`src/rtl/key_conditioner_if.sv`:
```
// Button bundle between the raw pin pads, the key conditioner and its consumers.
// The master side drives the pins; the slave side is the conditioner itself.
interface key_conditioner_if #(
    parameter int NUM_KEYS = 4
);

    logic [NUM_KEYS-1:0] raw_keys;
    logic [NUM_KEYS-1:0] key_level;
    logic [NUM_KEYS-1:0] key_press;
    logic [NUM_KEYS-1:0] key_release;
    logic                any_press;

    modport master (
        output raw_keys,
        input  key_level,
        input  key_press,
        input  key_release,
        input  any_press
    );

    modport slave (
        input  raw_keys,
        output key_level,
        output key_press,
        output key_release,
        output any_press
    );

endinterface

```
`src/rtl/key_conditioner.sv`:
```
// Push-button conditioner: per-key two-flop synchroniser, saturating debounce counter,
// and registered single-cycle press/release pulses that line up with the level change.
module key_conditioner #(
    parameter int NUM_KEYS        = 4,
    parameter int DEBOUNCE_CYCLES = 16
) (
    input  logic             clk,
    input  logic             rst,
    key_conditioner_if.slave keys
);

    localparam int              CNT_W   = (DEBOUNCE_CYCLES > 1) ? $clog2(DEBOUNCE_CYCLES) : 1;
    localparam logic [CNT_W-1:0] CNT_MAX = CNT_W'(DEBOUNCE_CYCLES - 1);
    localparam logic [CNT_W-1:0] CNT_ONE = CNT_W'(1);

    logic [NUM_KEYS-1:0] sync1;
    logic [NUM_KEYS-1:0] sync2;
    logic [NUM_KEYS-1:0] level_q;
    logic [NUM_KEYS-1:0] press_q;
    logic [NUM_KEYS-1:0] release_q;
    logic                any_q;
    logic [CNT_W-1:0]    cnt_q [NUM_KEYS];

    logic [NUM_KEYS-1:0] level_d;
    logic [NUM_KEYS-1:0] press_d;
    logic [NUM_KEYS-1:0] release_d;
    logic [CNT_W-1:0]    cnt_d [NUM_KEYS];

    // Pulses are decided here from the same acceptance condition that updates the
    // level, so level and pulse land on the same edge rather than one cycle apart.
    always_comb begin
        // NOTE: every variable gets a default before any branch, so no path can infer a latch.
        level_d   = level_q;
        press_d   = '0;
        release_d = '0;
        for (int i = 0; i < NUM_KEYS; i++) begin
            cnt_d[i] = '0;
            if (sync2[i] != level_q[i]) begin
                if (cnt_q[i] == CNT_MAX) begin
                    level_d[i]   = sync2[i];
                    press_d[i]   = sync2[i];
                    release_d[i] = ~sync2[i];
                end else begin
                    cnt_d[i] = cnt_q[i] + CNT_ONE;
                end
            end
        end
    end

    // Every flop, including the per-key counter array, is cleared by rst so a
    // half-finished debounce can never survive a reset.
    always_ff @(posedge clk) begin
        // NOTE: state is updated with non-blocking assignments so all flops sample pre-edge values.
        if (rst) begin
            sync1     <= '0;
            sync2     <= '0;
            level_q   <= '0;
            press_q   <= '0;
            release_q <= '0;
            any_q     <= 1'b0;
            for (int i = 0; i < NUM_KEYS; i++) begin
                cnt_q[i] <= '0;
            end
        end else begin
            sync1     <= keys.raw_keys;
            sync2     <= sync1;
            level_q   <= level_d;
            press_q   <= press_d;
            release_q <= release_d;
            any_q     <= |press_d;
            for (int i = 0; i < NUM_KEYS; i++) begin
                cnt_q[i] <= cnt_d[i];
            end
        end
    end

    assign keys.key_level   = level_q;
    assign keys.key_press   = press_q;
    assign keys.key_release = release_q;
    assign keys.any_press   = any_q;

    // Accepting a level leaves the key matched, so a pulse can never repeat next cycle.
    a_press_single : assert property (@(posedge clk) disable iff (rst)
        (press_q & $past(press_q)) == '0);

    a_release_single : assert property (@(posedge clk) disable iff (rst)
        (release_q & $past(release_q)) == '0);

    a_any_matches : assert property (@(posedge clk) any_q == |press_q);

    generate
        for (genvar g = 0; g < NUM_KEYS; g++) begin : g_cnt_chk
            a_cnt_bound : assert property (@(posedge clk) cnt_q[g] <= CNT_MAX);
        end
    endgenerate

endmodule

```
`src/flat_wrapper.sv`:
```
// flat-port wrapper written by rule: the top's interface ports become plain ports
module key_conditioner_flat 
#(
    parameter int NUM_KEYS        = 4,
    parameter int DEBOUNCE_CYCLES = 16
)
  (clk, rst, keys_raw_keys, keys_key_level, keys_key_press, keys_key_release, keys_any_press);
  key_conditioner_if #(.NUM_KEYS(NUM_KEYS)) keys_i ();
  input  logic clk;
  input  logic rst;
  input wire logic [$bits(keys_i.raw_keys)-1:0] keys_raw_keys;
  output wire logic [$bits(keys_i.key_level)-1:0] keys_key_level;
  output wire logic [$bits(keys_i.key_press)-1:0] keys_key_press;
  output wire logic [$bits(keys_i.key_release)-1:0] keys_key_release;
  output wire logic [$bits(keys_i.any_press)-1:0] keys_any_press;
  assign keys_i.raw_keys = keys_raw_keys;
  assign keys_key_level = keys_i.key_level;
  assign keys_key_press = keys_i.key_press;
  assign keys_key_release = keys_i.key_release;
  assign keys_any_press = keys_i.any_press;
  key_conditioner #(.NUM_KEYS(NUM_KEYS), .DEBOUNCE_CYCLES(DEBOUNCE_CYCLES)) u_core (.clk(clk), .rst(rst), .keys(keys_i));
endmodule
```
`config.mk`:
```
export PLATFORM = sky130hd
export DESIGN_NAME = key_conditioner_flat
export DESIGN_NICKNAME = d
export VERILOG_FILES = /design/src/rtl/key_conditioner_if.sv /design/src/rtl/key_conditioner.sv /design/src/flat_wrapper.sv
export SDC_FILE = /design/constraint.sdc
export NUM_CORES = 1
export LEC_CHECK = 0
export ABC_CLOCK_PERIOD_IN_PS = 2100
export BUFFER_PORTS_ARGS = -buffer_cell sky130_fd_sc_hd__buf_2
export CAP_MARGIN = 5
export CELL_PAD_IN_SITES_DETAIL_PLACEMENT = 1
export CELL_PAD_IN_SITES_GLOBAL_PLACEMENT = 1
export CORE_ASPECT_RATIO = 1.1
export CORE_MARGIN = 2
export CORE_UTILIZATION = 42
export DETAILED_ROUTE_END_ITERATION = 16
export GPL_ROUTABILITY_DRIVEN = 0
export GPL_TIMING_DRIVEN = 1
export PLACE_DENSITY = 0.77
export SLEW_MARGIN = 20
export SYNTH_ARGS = -nofsm -noshare
export SYNTH_HDL_FRONTEND = slang
export SYNTH_SLANG_ARGS = --single-unit
```
`constraint.sdc`:
```
create_clock -name clk -period 2.1 [get_ports clk]
set_clock_uncertainty 0.15 [all_clocks]
set_input_delay 0.42 -clock clk [delete_from_list [all_inputs] [get_ports clk]]
set_output_delay 0.42 -clock clk [all_outputs]
set_load 0.03 [all_outputs]
```
==> impl_summary.md <==
Floorplan
The initial utilization of the core area, before any placement, comes to 44.7%. The chip width is 56.1 um. The y dimension of the die is 61.3 um. The core outline area is 0.00280 mm^2.

The I/O pin total is 19. The die covers 0.00344 mm^2. The floorplan row count is 20.

Detailed routing
The detailed-route via count is 857. In this run, the number of DRC markers left after iteration 0 of detailed routing was 3. The detail route stage leaves a number of antenna-violating nets equal to 0. After detailed routing, the number of vias per cell comes to 5.07. After detailed routing, the number of remaining DRC violations is 0.

In the final routed layout, each cell accounts on average for 12.7 um. The first-pass iteration count of the detailed router is 4. For this block, the routed nets add up to 2150 um of wire.

Power and ir drop
In this run the static leakage power is 0.658 nW. The power density over the cells is 774 mW/mm^2. In this run switching power makes up 20.4% of total power. The internal portion of the total power is 0.880 mW. The portion of total power attributed to combinational logic is 2.3%. For this design the total switching power over the nets is 0.225 mW. Across the VDD grid, the largest voltage drop is 523 uV. The sequential share of power is 64.9%. The share of power burned in the clock network is 32.9%.

Clock tree
The clock latency on the worst-skew pair is 0.32 ns. The CTS root buffer is sky130_fd_sc_hd__clkbuf_4. The H-tree was split into 2 levels. Buffers inserted to repair hold after CTS numbered 0. In this run the post-CTS setup repair buffer count came out at 0. The CTS tree is done.

The maximum number of buffers from clock root to sink is 2. After clock tree synthesis, the clock-pin slew on the worst setup and hold paths is 0.10 ns. Gates resized during post-CTS repair numbered 0.

The number of clock sinks is 37. The total CTS buffers is 5.

Logic synthesis
Synthesis inferred 37 register bits. After synthesis the cells add up to 0.00125 mm^2. Sorting the synthesized cells by area gives the leading types as sky130_fd_sc_hd__dfxtp_1 59%, sky130_fd_sc_hd__xor2_1 7.0%, sky130_fd_sc_hd__nor4b_1 5.6%.

Multiplexer cells account for 3.19% of the synthesized area. After synthesis, the netlist uses 15 different library cells. A synthesized cell averages 11.1 um^2.

The synthesized netlist devotes 23.0% of its cell area to simple gates. The synthesized netlist net count is 123. Of the total synthesized cell area, the portion taken by full adders, half adders and majority gates is 3.99%.

Sequential cells were found to cover 59.1% of the synthesized design area. During synthesis, Yosys emitted a total of 0 warnings. Summing the areas of all xor and xnor instances in the mapped netlist gives 8.38% of the synthesized area. The share of the synthesized area in the top cell type is 59.1%. The largest family of logic cells by synthesized area is simple AND/OR/NAND/NOR gates. The cell type contributing the most total cell area after synthesis is sky130_fd_sc_hd__dfxtp_1. The compound-gate portion of the synthesized area is 0%. The synthesized instance count is 113.

Global routing
The pin count of the biggest net entering global routing is 22. The number of antenna violations at the first check in global routing is 0. Global routing finished with a remaining overflow of 0.

The total routing usage reported by global routing is 14.9%. The number of global-route vias before repair is 881. The first global-routing pass estimated 3750 um of wire.

Place
In this run the cell area measured after placement is 0.00137 mm^2. The count of buffers added on input and output ports is 18. Detailed placement ended at an HPWL of 1650 um. Including well taps, the total number of placed cells is 162.

Final layout
The post-route netlist has 20.6% of its cells at a drive strength greater than 1. Once layout is done, the placed cells without fillers occupy 0.00143 mm^2. 0 antenna diodes ended up in the layout. The library cell used most frequently in the layout, excluding fill and tap cells, is sky130_fd_sc_hd__dfxtp_1.

The non-filler instance count after layout is 169. In the layout the commonest cells are 37 x sky130_fd_sc_hd__dfxtp_1, 18 x sky130_fd_sc_hd__nor2_1, 18 x sky130_fd_sc_hd__buf_2. Relative to the synthesized area, the layout overhead comes to 14.0%. The net count reported at finish is 146. The number of fill cells is 323.

STA
The maximum clock frequency is 0.642 GHz. Setup repair after global routing left no endpoint under its margin. In this run the tightest slew margin relative to its limit is 77.4%. The final critical path takes up 74.2% of the cycle. The number of pins exceeding their max-slew limit in the final report is 0. After layout, the minimum clock period comes to 1.56 ns. The number of endpoints with negative hold slack in the final report came to 0.

The summed negative setup slack over all endpoints is 0 ns. The count of final setup violators is 0. The transition time at the pin with the least slew margin is 0.334 ns.

Critical path
The critical-path maximum fanout is 4. The worst flop-to-flop path endpoint is u_core.keys.any_press. The startpoint class of the critical path is a flip-flop.

Traced cell by cell, the critical path runs through ha_1 -> nand3_2 -> nor4b_1 -> or4_1. The reg-to-reg setup timing slack is 0.54 ns. The sort of element at the end of the critical path is a flip-flop. In this run the critical register-to-register path is launched from u_core.cnt_q[2][0].

For this design, the slowest cell found on the critical path is sky130_fd_sc_hd__or4_1. The critical path is of the flip-flop to flip-flop type. The endpoint required time on the critical path is 2.15 ns. The worst reg2reg path depth is 4. For this run, the slowest stage of the critical path takes 0.52 ns. The data arrival at the endpoint of the critical path is 1.61 ns.

Min path
The beginning of the worst hold path is keys_raw_keys[1]. Along the worst hold path, the cell count comes to 2. The type of the tightest min-delay check is primary input to flip-flop. The path with the worst hold slack has its endpoint at u_core.sync1[1].

Flow run
The number of max-capacitance violations reported is 0.

Status
The run finished with clean final reports.
-- power groups by stage --
stage / Combinational, mW / Sequential, mW / Clock [mW]
global placement: 0.0244 / 0.732 / 0
floorplan: 0.0184 / 0.731 / 0
CTS: 0.0256 / 0.717 / 0.378
detailed placement: 0.0256 / 0.733 / 0
finish: 0.0251 / 0.717 / 0.363
global route: 0.0288 / 0.719 / 0.416
-- registers in the layout, indices dropped and copies added, names as in the netlist --
register,count
u_core.cnt_q,16
u_core.keys.any_press,1
u_core.keys.key_press,4
u_core.sync1,4
u_core.keys.key_release,4
u_core.keys.key_level,4
u_core.sync2,4
-- worst max-delay path by stage --
stage | startpoint | endpoint | cells past startpoint
6_report | u_core.cnt_q[2][0] | u_core.keys.any_press | 4
5_1_grt | u_core.cnt_q[3][0] | u_core.keys.any_press | 4
4_1_cts | u_core.cnt_q[2][0] | u_core.keys.any_press | 4
3_5_place_dp | rst | u_core.keys.any_press | 3
3_3_place_gp | rst | u_core.keys.any_press | 3
2_1_floorplan | u_core.cnt_q[2][0] | u_core.keys.any_press | 4
-- critical path: cells and delay by family (launching register included) --
family / cells / cell delay [ns]
and+or+nand+nor: 3 / 0.72
DFF: 1 / 0.34
adders and majority gates: 1 / 0.23
-- synth_stat cells --
master / instances
sky130_fd_sc_hd__dfxtp_1: 37
sky130_fd_sc_hd__nor2_1: 18
sky130_fd_sc_hd__xor2_1: 10
sky130_fd_sc_hd__nand3_1: 8
sky130_fd_sc_hd__nor2b_1: 8
sky130_fd_sc_hd__nor4b_1: 8
sky130_fd_sc_hd__inv_1: 5
sky130_fd_sc_hd__ha_1: 4
sky130_fd_sc_hd__mux2i_1: 4
sky130_fd_sc_hd__nand3_2: 4
sky130_fd_sc_hd__and3_1: 2
sky130_fd_sc_hd__xnor2_1: 2
sky130_fd_sc_hd__buf_4: 1
sky130_fd_sc_hd__clkbuf_1: 1
sky130_fd_sc_hd__or4_1: 1
-- area by class of cell --
type	count	area, um^2	share of cell area (%)
multi-input cells	69	483	33.8
flip-flops and latches	37	741	51.8
inverters	5	18.8	1.31
well taps	33	41.3	2.89
clock buffers	7	55.1	3.85
repair buffers	18	90.1	6.30
-- through the flow --
step	hold slack (ns)	utilization, %	worst slack [ns]	total power [mW]
finish	0.152	51.0	0.542	1.11
global route	0.137	51.0	0.435	1.16
CTS	0.139	51.0	0.515	1.12
detailed placement	0.288	49.0	0.427	0.759
global placement	0.270	49.0	0.474	0.757
floorplan	0.264	-	0.623	0.750
-- kinds of logic after synthesis --
kind of cell | count (synthesis)
DFF | 37
and+or+nand+nor | 49
xor gates and xnor gates | 12
buffers and inverters | 7
muxes | 4
adders and majority gates | 4
-- layer usage --
metal	vias to the layer above	track usage, %	wire, um
met1	415	15.6	900
met4	0	7.14	40
met2	17	25.9	1110
met3	5	6.93	101
met5	-	0	0
li1	420	-	-
(Power assumes the default switching activity.)
